<file path="src/rtl/cfg_pkg.sv">
// Shared widths, field offsets and state encoding for the serial configuration loader.
package cfg_pkg;

    localparam int ROOF_W   = 25;
    localparam int SEL_W    = 10;
    localparam int FRAME_W  = ROOF_W + SEL_W + 1;
    localparam int CNT_W    = 6;

    localparam int ROOF_LSB = 0;
    localparam int SEL_LSB  = 25;
    localparam int PAR_BIT  = 35;

    localparam logic [CNT_W-1:0] CNT_LAST = CNT_W'(FRAME_W - 1);
    localparam logic [CNT_W-1:0] CNT_ONE  = CNT_W'(1);

    typedef enum logic [1:0] {
        IDLE  = 2'd0,
        SHIFT = 2'd1,
        CHECK = 2'd2
    } cfg_state_e;

    // One step of a running even-parity accumulator.
    function automatic logic par_fold(input logic acc, input logic b);
        return acc ^ b;
    endfunction

endpackage

</file>
<file path="src/rtl/cfg_shift_stage.sv">
// Staging register, saturating bit counter and running parity for one serial frame.
module cfg_shift_stage
    import cfg_pkg::*;
(
    input  logic               clk,
    input  logic               rst_n,
    input  logic               clear,
    input  logic               accept,
    input  logic               bit_in,
    output logic [FRAME_W-1:0] staging,
    output logic               last,
    output logic               par_ok
);

    logic [FRAME_W-1:0] staging_r;
    logic [CNT_W-1:0]   count_r;
    logic               par_r;

    // Capture accepted bits LSB first; the counter parks on the parity slot.
    always_ff @(posedge clk or negedge rst_n) begin
        if (!rst_n) begin
            staging_r <= '0;
            count_r   <= '0;
            par_r     <= 1'b0;
        end else if (clear) begin
            staging_r <= '0;
            count_r   <= '0;
            par_r     <= 1'b0;
        end else if (accept) begin
            staging_r[count_r] <= bit_in;
            par_r              <= par_fold(par_r, bit_in);
            if (count_r != CNT_LAST) begin
                count_r <= count_r + CNT_ONE;
            end else begin
                count_r <= count_r;
            end
        end else begin
            staging_r <= staging_r;
            count_r   <= count_r;
            par_r     <= par_r;
        end
    end

    assign staging = staging_r;
    assign last    = (count_r == CNT_LAST);
    assign par_ok  = ~par_r;

endmodule

</file>
<file path="src/rtl/cfg_frame_loader.sv">
// Serial config loader: assembles a parity-protected frame and commits it atomically
// to the roof / in1or2roof configuration buses.
module cfg_frame_loader
    import cfg_pkg::*;
(
    input  logic              clk,
    input  logic              reset,
    input  logic              cfg_start,
    input  logic              cfg_bit,
    input  logic              cfg_valid,
    output logic              cfg_ready,
    output logic [ROOF_W-1:0] roof,
    output logic [SEL_W-1:0]  in1or2roof,
    output logic              cfg_done,
    output logic              cfg_err,
    output logic              busy
);

    cfg_state_e         state_r;
    logic               cfg_ready_r;
    logic               busy_r;
    logic               cfg_done_r;
    logic               cfg_err_r;
    logic [ROOF_W-1:0]  roof_r;
    logic [SEL_W-1:0]   sel_r;

    logic               clear_s;
    logic               accept_s;
    logic [FRAME_W-1:0] staging_s;
    logic               last_s;
    logic               par_ok_s;
    logic               par_bit_unused_s;

    // Parity bit itself is only consumed through the running parity.
    assign par_bit_unused_s = staging_s[PAR_BIT];

    // A restart in SHIFT wins over any bit offered in the same cycle.
    always_comb begin
        clear_s  = 1'b0;
        accept_s = 1'b0;
        case (state_r)
            IDLE: begin
                clear_s = cfg_start;
            end
            SHIFT: begin
                clear_s  = cfg_start;
                accept_s = cfg_valid & cfg_ready_r & ~cfg_start;
            end
            CHECK: begin
                clear_s  = 1'b0;
                accept_s = 1'b0;
            end
            default: begin
                clear_s  = 1'b0;
                accept_s = 1'b0;
            end
        endcase
    end

    cfg_shift_stage u_shift (
        .clk     (clk),
        .rst_n   (reset),
        .clear   (clear_s),
        .accept  (accept_s),
        .bit_in  (cfg_bit),
        .staging (staging_s),
        .last    (last_s),
        .par_ok  (par_ok_s)
    );

    // Frame FSM with registered handshake, status and commit outputs.
    always_ff @(posedge clk or negedge reset) begin
        if (!reset) begin
            state_r     <= IDLE;
            cfg_ready_r <= 1'b0;
            busy_r      <= 1'b0;
            cfg_done_r  <= 1'b0;
            cfg_err_r   <= 1'b0;
            roof_r      <= '0;
            sel_r       <= '0;
        end else begin
            cfg_done_r <= 1'b0;
            case (state_r)
                IDLE: begin
                    if (cfg_start) begin
                        state_r     <= SHIFT;
                        cfg_ready_r <= 1'b1;
                        busy_r      <= 1'b1;
                        cfg_err_r   <= 1'b0;
                    end else begin
                        state_r <= IDLE;
                    end
                end
                SHIFT: begin
                    if (accept_s && last_s) begin
                        state_r     <= CHECK;
                        cfg_ready_r <= 1'b0;
                    end else begin
                        state_r <= SHIFT;
                    end
                end
                CHECK: begin
                    state_r <= IDLE;
                    busy_r  <= 1'b0;
                    if (par_ok_s) begin
                        roof_r     <= staging_s[ROOF_LSB +: ROOF_W];
                        sel_r      <= staging_s[SEL_LSB +: SEL_W];
                        cfg_done_r <= 1'b1;
                    end else begin
                        cfg_err_r <= 1'b1;
                    end
                end
                default: begin
                    state_r     <= IDLE;
                    cfg_ready_r <= 1'b0;
                    busy_r      <= 1'b0;
                end
            endcase
        end
    end

    assign cfg_ready  = cfg_ready_r;
    assign busy       = busy_r;
    assign cfg_done   = cfg_done_r;
    assign cfg_err    = cfg_err_r;
    assign roof       = roof_r;
    assign in1or2roof = sel_r;

endmodule

</file>
<file path="config.mk">
export PLATFORM = sky130hd
export DESIGN_NAME = cfg_frame_loader
export DESIGN_NICKNAME = d
export VERILOG_FILES = /design/src/rtl/cfg_pkg.sv /design/src/rtl/cfg_shift_stage.sv /design/src/rtl/cfg_frame_loader.sv
export SDC_FILE = /design/constraint.sdc
export NUM_CORES = 1
export LEC_CHECK = 0
export CAP_MARGIN = 15
export CORE_AREA = 2 2 95 97
export CTS_CLUSTER_DIAMETER = 50
export DETAILED_ROUTE_END_ITERATION = 8
export DIE_AREA = 0 0 97 99
export PLACE_DENSITY = 0.66
export SETUP_SLACK_MARGIN = 0.05
export SLEW_MARGIN = 20
export SYNTH_ARGS = -nofsm -noshare
export SYNTH_HDL_FRONTEND = slang
export SYNTH_SLANG_ARGS = --single-unit
</file>
<file path="constraint.sdc">
create_clock -name clk -period 3.4 [get_ports clk]
set_input_delay 1.02 -clock clk [delete_from_list [all_inputs] [get_ports clk]]
set_output_delay 1.02 -clock clk [all_outputs]
set_load 0.005 [all_outputs]
</file>
==> impl_results.md, run 1 <==
- R2R setup slack: 1.11 ns
- Number of fill cells: 764
- Top cell type by total area after synthesis: dfrtp_1
- Rel. slew slack: 43.9%
- All-layer global routing usage: 15.9%
- CP Max Fanout: 11
- Worst path max stage delay: 0.57 ns
- Top cell family by delay on the critical path: buffers and inverters
- Share of cells above drive strength 1: 18.6%
- Worst path required time: 2.38 ns
- Core area: 8550 µm²
- Post-route ant nets: 0
- P_leak: 0.00222 µW
- FF-to-FF path depth: 4
- Via-to-Cell Ratio: 5.34
- Drt total wl: 7150 µm
- Synth Net Count: 319
- Total power: 1810 µW
- Critical Setup Path Class: flop to output port
- Post-route DRC: 0
- Post-synth top cells: dfrtp_1, nand2_1, mux2i_1, nand3_1, mux2_2
- Reg-to-Reg End: roof[9]
- Initial core utilization: 44.4%
- Area of the multi-input gates: 1520 µm²
- Final HPWL DP: 4470 µm
- FF/Latch Area: 2080 µm²
- Cts bufs inserted: 9
- Setup TNS: 0 ns
- Buf/Inv on CP: 1
- Max-cap violation count: 0
- Sequential-to-total area share from yosys stat: 54.7%
- # setup viols final: 0
- Post-synth top area share: 54.7%
- Crit start category: flop
- RSZ-0062 raised after global routing: false
- Post-Syn Area per Cell: 12.1 µm²
- Ys async rst share: 100%
- Clk slew on worst S/H paths: 0.08 ns
- Max Slew Vio Count: 0
- Setup Buffers After CTS: 0
- First-pass GRT wire length: 12200 µm
- Status: complete, no violations
- Max Freq: 0.402 GHz
- Initial DRC Count: 101
- Number of diodes: 0
- FF+latch count, synth: 83
- Placed cell count: 442
- CTS Sinks: 83
- WL/cell: 15.6 µm
- Worst setup path start: cfg_ready
- Endpoints failing hold: 0
- GPL Wtd Cong: 0.794
- # port buffers: 43
- Ranking of synthesized cells by area: dfrtp_1, mux2_2, mux2i_1, nand3_1, nand2_1
- Number of iterations in the first detailed-routing pass: 4
- Final net count: 351
- I/O pins: 44
- Setup Skew: 0.00880 ns
- Slew at the pin closest to its max-slew limit: 0.839 ns
- CP Data Arrival Time: 1.47 ns
- Die area: 9600 µm²
- Number of flops mapped to enable cells by yosys: 0
- Cell breakdown of the critical path: clkdlybuf4s50_1
- CP max stage cell: clkdlybuf4s50_1
- Fin cells: 458
- Top FF cell, synth: dfrtp_1
- Worst r2r src: state_r[1]
- Die Wd: 97 µm
- VDD IR-drop max: 167 µV
- Die Y: 99 µm
- Critical Path Sink Type: output port
- Count leader, synth: dfrtp_1
- Tcrit/Tclk final: 73.2%
- CTS root buf: clkbuf_8
- Tmin final: 2.49 ns
- Post-CTS Resized: 0
- Area grow syn2layout: 16.3%
- Hold depth: 1
- Via Count: 2445
- Largest net degree at the start of global routing: 84
- Number of global-route vias before repair: 2414
- YS warnings: 0
- Post-Synthesis Cells: 313
- Longest Clk Path Bufs: 2
- Core Rows: 34
- H-tree levels: 3
- Initial antenna violation count: 0
- Hold Path Class: flop to flop
- PD cells: 409 nW/µm²
- Hold Buf Count CTS: 0
- Levels on crit path: 1
- Post-Syn Area: 3800 µm²
- Worst Setup EP: cfg_ready
- Post-synthesis cell type count: 40
- Grt ovf: 0
- Clock Latency Late Sink: 0.35 ns
- Worst hold slack: 0.495 ns
- CTS tree: done
==> sequential cells by signal, summed over array words and instances, names as in the netlist <==
signal,cells
cfg_ready,1
cfg_done,1
u_shift.par_r,1
u_shift.staging,35
state_r,2
roof,25
cfg_err,1
in1or2roof,10
u_shift.count_r,6
busy,1
==> power by group <==
part	internal, µW	switching [µW]
clock	359	355
combinational	24.5	66.1
sequential	992	10.6
total	1380	432
==> layout by cell type, fill, tap and decap left out, drive strengths merged, types with 2 or more instances in the layout <==
master,count
nand3,36
nand2,42
clkinvlp,2
clkbuf,12
inv,6
o21ai,2
and4b,2
and4bb,4
nand2b,3
o31ai,2
buf,5
nor3,3
mux2,35
a21oi,6
nand4b,2
clkdlybuf4s50,42
and3b,2
dfrtp,83
mux2i,38
nor3b,3
or4,2
nand3b,2
nor2,2
==> per-layer routing <==
| metal | wire length [µm] | global-route usage [%] | part of all wire [%] |
|---|---|---|---|
| met1 | 3490 | 22.9 | 49 |
| met5 | 0 | 0 | 0 |
| met3 | 302 | 2.62 | 4.2 |
| met2 | 3200 | 23.3 | 45 |
| met4 | 164 | 8.23 | 2.3 |
==> logic make-up (layout without fill, tap and decap cells) <==
kind of cell             after synthesis  after routing  share of synthesized area (%)
AND/OR/NAND/NOR                      110            110                           17.0
flip-flops                            83             83                           54.7
multiplexers                          73             73                           20.4
buffers and inverters                 32             69                           5.17
AO/OA/AOI/OAI                         14             14                           2.41
adder cells (fa/ha/maj)                1              1                          0.329
==> metrics by stage <==
stage / area (µm²) / setup WS (ns) / utilization, %
2_1_floorplan: 3800 / 1.39 / -
3_3_place_gp: 4220 / 0.655 / 49.3
3_5_place_dp: 4220 / 0.620 / 49.3
4_1_cts: 4410 / 0.887 / 51.6
5_1_grt: 4420 / 0.821 / 51.6
6_report: 4420 / 0.910 / 51.6
==> layout make-up <==
cell class | instances | area share, %
sequential | 83 | 47.0
timing repair buffer | 47 | 10.5
tap | 108 | 3.06
multi-input combinational | 198 | 34.5
clock inverter | 4 | 1.13
clock buffer | 12 | 3.29
inverter | 6 | 0.510
==> how the worst min path moves through the flow <==
stage,startpoint,endpoint,slack (ns)
final,u_shift.staging[14],roof[14],0.49
after detailed placement,u_shift.staging[14],roof[14],0.48
after floorplan,u_shift.staging[14],roof[14],0.46
after global placement,roof[14],roof[14],0.47
after CTS,u_shift.staging[14],roof[14],0.50
after global routing,u_shift.staging[14],roof[14],0.51
No activity file was read; power rests on OpenSTA's default activity.
==> run 2: changes to the inputs <==
--- a/config.mk
+++ b/config.mk
@@ -10,7 +10,7 @@
 export CTS_CLUSTER_DIAMETER = 50
 export DETAILED_ROUTE_END_ITERATION = 8
 export DIE_AREA = 0 0 97 99
-export PLACE_DENSITY = 0.66
+export PLACE_DENSITY = 0.68
 export SETUP_SLACK_MARGIN = 0.05
 export SLEW_MARGIN = 20
 export SYNTH_ARGS = -nofsm -noshare
==> constraint.sdc (replaced) <==
create_clock -name clk -period 2 [get_ports clk]
set_input_delay 0.6 -clock clk [delete_from_list [all_inputs] [get_ports clk]]
set_output_delay 0.6 -clock clk [all_outputs]
set_load 0.005 [all_outputs]
==> impl_results.md, run 2 (synthesis results as in run 1) <==
- I/O pins: 44 (unchanged)
- Via-to-Cell Ratio: 5.35 (+0.25%)
- Setup Buffers After CTS: 0 (unchanged)
- Clock Latency Late Sink: 0.35 ns (about the same)
- RSZ-0062 raised after global routing: false
- H-tree levels: 3 (unchanged)
- Post-route ant nets: 0 (unchanged)
- Endpoints failing hold: 0 (unchanged)
- Placed cell count: 453 (+2.5%)
- Initial core utilization: 44.4% (unchanged)
- CTS Sinks: 83 (unchanged)
- Post-DP Area: 4350 µm² (+3.1%)
- Post-route DRC: 0 (unchanged)
- Core area: 8550 µm² (unchanged)
- CTS root buf: clkbuf_8
- Area of the multi-input gates: 1520 µm² (unchanged)
- Clk slew on worst S/H paths: 0.09 ns (about the same)
- Hold Buf Count CTS: 0 (unchanged)
- Max-cap violation count: 0 (unchanged)
- Die area: 9600 µm² (unchanged)
- PD cells: 708 nW/µm² (+73%)
- Cell breakdown of the critical path: clkdlybuf4s50_1
- CP max stage cell: clkdlybuf4s50_1
- Worst path max stage delay: 0.51 ns (-0.06 ns)
- Die Y: 99 µm (unchanged)
- Number of diodes: 0 (unchanged)
- CP Max Fanout: 2 (-9)
- Int Pwr: 2500 µW (+82%)
- Largest net degree at the start of global routing: 84 (unchanged)
- Max Freq: 0.547 GHz
- Buf/Inv on CP: 1 (unchanged)
- Core Rows: 34 (unchanged)
- Tcrit/Tclk final: 91.4%
- Share of cells above drive strength 1: 21.3% (+2.8 points)
- CP Data Arrival Time: 1.23 ns (-0.24 ns)
- Final setup margin: 0.172 ns (-0.738 ns)
- Setup Skew: 0.0102 ns (+0.00141 ns)
- Cts bufs inserted: 9 (unchanged)
- GPL Wtd Cong: 0.805 (+1.4%)
- Top cell family by delay on the critical path: buffers and inverters
- Via Count: 2510 (+2.7%)
- Critical Path Sink Type: output port
- FF/Latch Area: 2080 µm² (unchanged)
- Worst path required time: 1.40 ns (-0.98 ns)
- Longest Clk Path Bufs: 2 (unchanged)
- Area grow syn2layout: 20.5%
- Setup TNS: 0 ns (unchanged)
- VDD IR-drop max: 269 µV (+61%)
- Critical Setup Path Class: flop to output port
- Max FFs per register: 35 (unchanged)
- Final HPWL DP: 4550 µm (+1.9%)
- Max Slew Vio Count: 0 (unchanged)
- Drt total wl: 7030 µm (-1.8%)
- Die Wd: 97 µm (unchanged)
- Post-route cell area: 4580 µm² (+3.6%)
- Psw: 742 µW (+72%)
- Crit start category: flop
- Number of iterations in the first detailed-routing pass: 4 (unchanged)
- Status: complete, no violations
- Comb power frac: 5.7% (+0.7 points)
- Slew at the pin closest to its max-slew limit: 0.501 ns (-0.338 ns)
- All-layer global routing usage: 15.8% (-0.13 points)
- Sw Share: 22.9% (-1.0 points)
- Reg power frac: 52.6% (-2.9 points)
- First-pass GRT wire length: 12300 µm (+1.1%)
- WL/cell: 15.0 µm (-4.1%)
- Fin cells: 469 (+2.4%)
- Clk network pwr share: 41.7% (+2.2 points)
- # setup viols final: 0 (unchanged)
- Initial DRC Count: 139 (+38%)
- Number of global-route vias before repair: 2506 (+3.8%)
- # port buffers: 43 (unchanged)
- Hold Path Class: input pin to async pin
- P_leak: 0.00230 µW (+4.0%)
- Commonest cells after routing, fill and taps aside: dfrtp_1, nand2_1, clkdlybuf4s50_1
- Rel. slew slack: 66.5% (+23 points)
- Grt ovf: 0 (unchanged)
- Final net count: 362 (+3.1%)
- Initial antenna violation count: 0 (unchanged)
- Commonest non-fill, non-tap cell in the layout: dfrtp_1
- CTS tree: done
- Tmin final: 1.83 ns
- Final core occ: 53.5% (+1.9 points)
- Worst slack, placed: -0.146 ns (-0.766 ns)
- Post-CTS Resized: 0 (unchanged)
- Number of fill cells: 742 (-2.9%)
-- run 2: stage by stage --
stage | hold slack (ns) | power [µW]
floorplan | 0.304 | 1830
global placement | 0.469 | 1920
detailed placement | 0.481 | 1930
CTS | 0.291 | 3280
global route | 0.309 | 3360
finish | 0.251 | 3240
-- run 2: worst paths after layout --
check / from / end / slack (ns) / cells past startpoint
max reg2reg: state_r[1] / roof[5] / 0.29 / 4
min in group clk: roof[14] / roof[14] / 0.49 / 1
max in group asynchronous: reset / roof[17] / 1.39 / 2
min: reset / cfg_err / 0.25 / 2
max: roof[3] / roof[3] / 0.17 / 1
min reg2reg: roof[14] / roof[14] / 0.49 / 1
-- run 2: power groups by stage --
stage | Combinational [µW] | Sequential (µW) | Clock, µW
after floorplan | 100 | 1730 | 0
after global placement | 186 | 1740 | 0
after detailed placement | 188 | 1740 | 0
after CTS | 189 | 1700 | 1390
after global routing | 206 | 1710 | 1450
final | 184 | 1700 | 1350
-- run 2: cell type report --
type                    count  area share [%]
repair buffers             58            12.9
flip-flops and latches     83            45.4
clock inverters             5            1.86
clock buffers              11            3.09
well taps                 108            2.95
inverters                   6           0.492
multi-input cells         198            33.3
-- run 2: routing by layer --
layer  track usage [%]  vias to the layer above  part of all wire, %
li1                  -                     1178                    -
met1              21.1                     1273                   47
met3              3.05                       11                  3.4
met2              25.4                       48                   48
met4              6.50                        0                  1.8
met5                 0                        -                    0
==> run 3: changes to the inputs <==
--- a/config.mk
+++ b/config.mk
@@ -7,10 +7,12 @@
 export LEC_CHECK = 0
 export CAP_MARGIN = 15
 export CORE_AREA = 2 2 95 97
+export CTS_BUF_LIST = sky130_fd_sc_hd__clkbuf_4 sky130_fd_sc_hd__clkbuf_8
 export CTS_CLUSTER_DIAMETER = 50
 export DETAILED_ROUTE_END_ITERATION = 8
 export DIE_AREA = 0 0 97 99
 export PLACE_DENSITY = 0.68
+export REMOVE_ABC_BUFFERS = 1
 export SETUP_SLACK_MARGIN = 0.05
 export SLEW_MARGIN = 20
 export SYNTH_ARGS = -nofsm -noshare
==> impl_results.md, run 3 (synthesis results as in run 1) <==
- Status: complete, no violations
- Initial DRC Count: 128 (-7.9%)
- Worst hold slack: 0.223 ns (-0.0280 ns)
- Endpoints failing hold: 0 (unchanged)
- Initial core utilization: 44.4% (unchanged)
- Hold Path Class: input pin to async pin
- Post-route ant nets: 0 (unchanged)
- VDD IR-drop max: 262 µV (-2.5%)
- Max FFs per register: 35 (unchanged)
- Die Wd: 97 µm (unchanged)
- Setup Buffers After CTS: 0 (unchanged)
- Slew at the pin closest to its max-slew limit: 0.545 ns (+0.0442 ns)
- CTS root buf: clkbuf_8
- Top cell family by delay on the critical path: buffers and inverters
- Critical Path Sink Type: output port
- Max Slew Vio Count: 0 (unchanged)
- Worst slack, placed: -0.141 ns (+0.00524 ns)
- CTS tree: done
- WL/cell: 15.2 µm (+1.8%)
- Core area: 8550 µm² (unchanged)
- Share of cells above drive strength 1: 21.8% (+0.49 points)
- Clk network pwr share: 39.4% (-2.3 points)
- Die Y: 99 µm (unchanged)
- Final setup margin: 0.182 ns (+0.00972 ns)
- Number of diodes: 0 (unchanged)
- Comb power frac: 6.1% (+0.4 points)
- Rel. slew slack: 63.5% (-2.9 points)
- Worst path required time: 1.40 ns (about the same)
- Via-to-Cell Ratio: 5.31 (-0.81%)
- Initial antenna violation count: 0 (unchanged)
- Final net count: 363 (+0.28%)
- Worst setup path start: cfg_err
- Worst path max stage delay: 0.50 ns (about the same)
- RSZ-0062 raised after global routing: false
- Commonest cells after routing, fill and taps aside: dfrtp_1, nand2_1, clkdlybuf4s50_1
- Met2 wire length: 3330 µm (-1.2%)
- Hold Buf Count CTS: 0 (unchanged)
- Post-CTS Resized: 0 (unchanged)
- Number of iterations in the first detailed-routing pass: 5 (+1)
- PD cells: 685 nW/µm² (-3.3%)
- Clk slew on worst S/H paths: 0.09 ns (about the same)
- Worst r2r src: state_r[1]
- Area grow syn2layout: 20.1%
- Drt total wl: 7170 µm (+2.0%)
- Sw Share: 23.6% (+0.70 points)
- Number of fill cells: 738 (-0.54%)
- Crit start category: flop
- Post-route DRC: 0 (unchanged)
- P_leak: 0.00230 µW (about the same)
- Critical Setup Path Class: flop to output port
- Tmin final: 1.82 ns (-0.00972 ns)
- # port buffers: 43 (unchanged)
- Die area: 9600 µm² (unchanged)
- Setup Skew: 0.0145 ns (+0.00425 ns)
- Largest net degree at the start of global routing: 41 (-51%)
- First-pass GRT wire length: 12400 µm (+0.17%)
- CP Data Arrival Time: 1.22 ns (about the same)
- Tcrit/Tclk final: 90.9% (-0.49 points)
- CP max stage cell: clkdlybuf4s50_1
- Grt ovf: 0 (unchanged)
- Commonest non-fill, non-tap cell in the layout: dfrtp_1
- CTS Sinks: 83 (unchanged)
- Max Freq: 0.550 GHz (+0.53%)
- Cell breakdown of the critical path: clkdlybuf4s50_1
- R2R setup slack: 0.31 ns (+0.02 ns)
- I/O pins: 44 (unchanged)
- Reg-to-Reg End: roof[15]
- All-layer global routing usage: 15.9% (+0.13 points)
- Cts bufs inserted: 9 (unchanged)
- # setup viols final: 0 (unchanged)
- Int Pwr: 2390 µW (-4.5%)
- Reg power frac: 54.5% (+1.9 points)
- Max-cap violation count: 0 (unchanged)
- FF-to-FF path depth: 4 (unchanged)
- H-tree levels: 3 (unchanged)
- Metal3 WL: 229 µm (-5.0%)
- FF/Latch Area: 2080 µm² (unchanged)
- Psw: 737 µW (-0.66%)
- Wl on met1: 3450 µm (+4.9%)
- Area of the multi-input gates: 1520 µm² (unchanged)
- Via Count: 2495 (-0.60%)
- Number of global-route vias before repair: 2522 (+0.64%)
- GPL Wtd Cong: 0.823 (+2.1%)
- Clock Latency Late Sink: 0.35 ns (about the same)
- Core Rows: 34 (unchanged)
- Longest Clk Path Bufs: 2 (unchanged)
- Buf/Inv on CP: 1 (unchanged)
- Final HPWL DP: 4760 µm (+4.6%)
- Top Layer Used: met4
- CP Max Fanout: 3 (+1)
[run 3: metrics by stage]
step	std cells	util, %	setup TNS, ns	instance area, µm²	power (µW)
after detailed placement	454	51.0	-2.69	4360	1930
final	470	53.4	0	4560	3120
after CTS	470	53.4	0	4560	3160
after floorplan	287	-	-12.72	3620	1810
after global placement	454	51.0	-2.60	4360	1930
after global routing	470	53.4	0	4560	3260
[run 3: area by class of cell]
cell class / count / area share (%)
multi-input cells: 198 / 33.4
flip-flops and latches: 83 / 45.5
clock buffers: 11 / 3.18
inverters: 6 / 0.494
repair buffers: 59 / 13.1
well taps: 108 / 2.96
clock inverters: 5 / 1.32
[run 3: how the worst max path moves through the flow]
stage / end / cells past startpoint / slack, ns
finish: cfg_err / 1 / 0.18
global route: roof[3] / 1 / 0.12
detailed placement: u_shift.count_r[5] / 4 / -0.14
CTS: cfg_err / 1 / 0.16
global placement: u_shift.count_r[5] / 4 / -0.13
floorplan: u_shift.staging[0] / 3 / -0.34
[run 3: per-layer routing]
| metal | vias up | GRT usage, % |
|---|---|---|
| met2 | 48 | 24.9 |
| met4 | 0 | 7.48 |
| met3 | 15 | 3.12 |
| met5 | - | 0 |
| met1 | 1239 | 21.5 |
| li1 | 1193 | - |
[run 3: power groups by stage]
stage          logic (µW)  clock network (µW)  registers, µW
6_report              191                1230           1700
5_1_grt               212                1340           1710
4_1_cts               194                1260           1700
3_5_place_dp          194                   0           1740
3_3_place_gp          192                   0           1740
2_1_floorplan        77.9                   0           1730
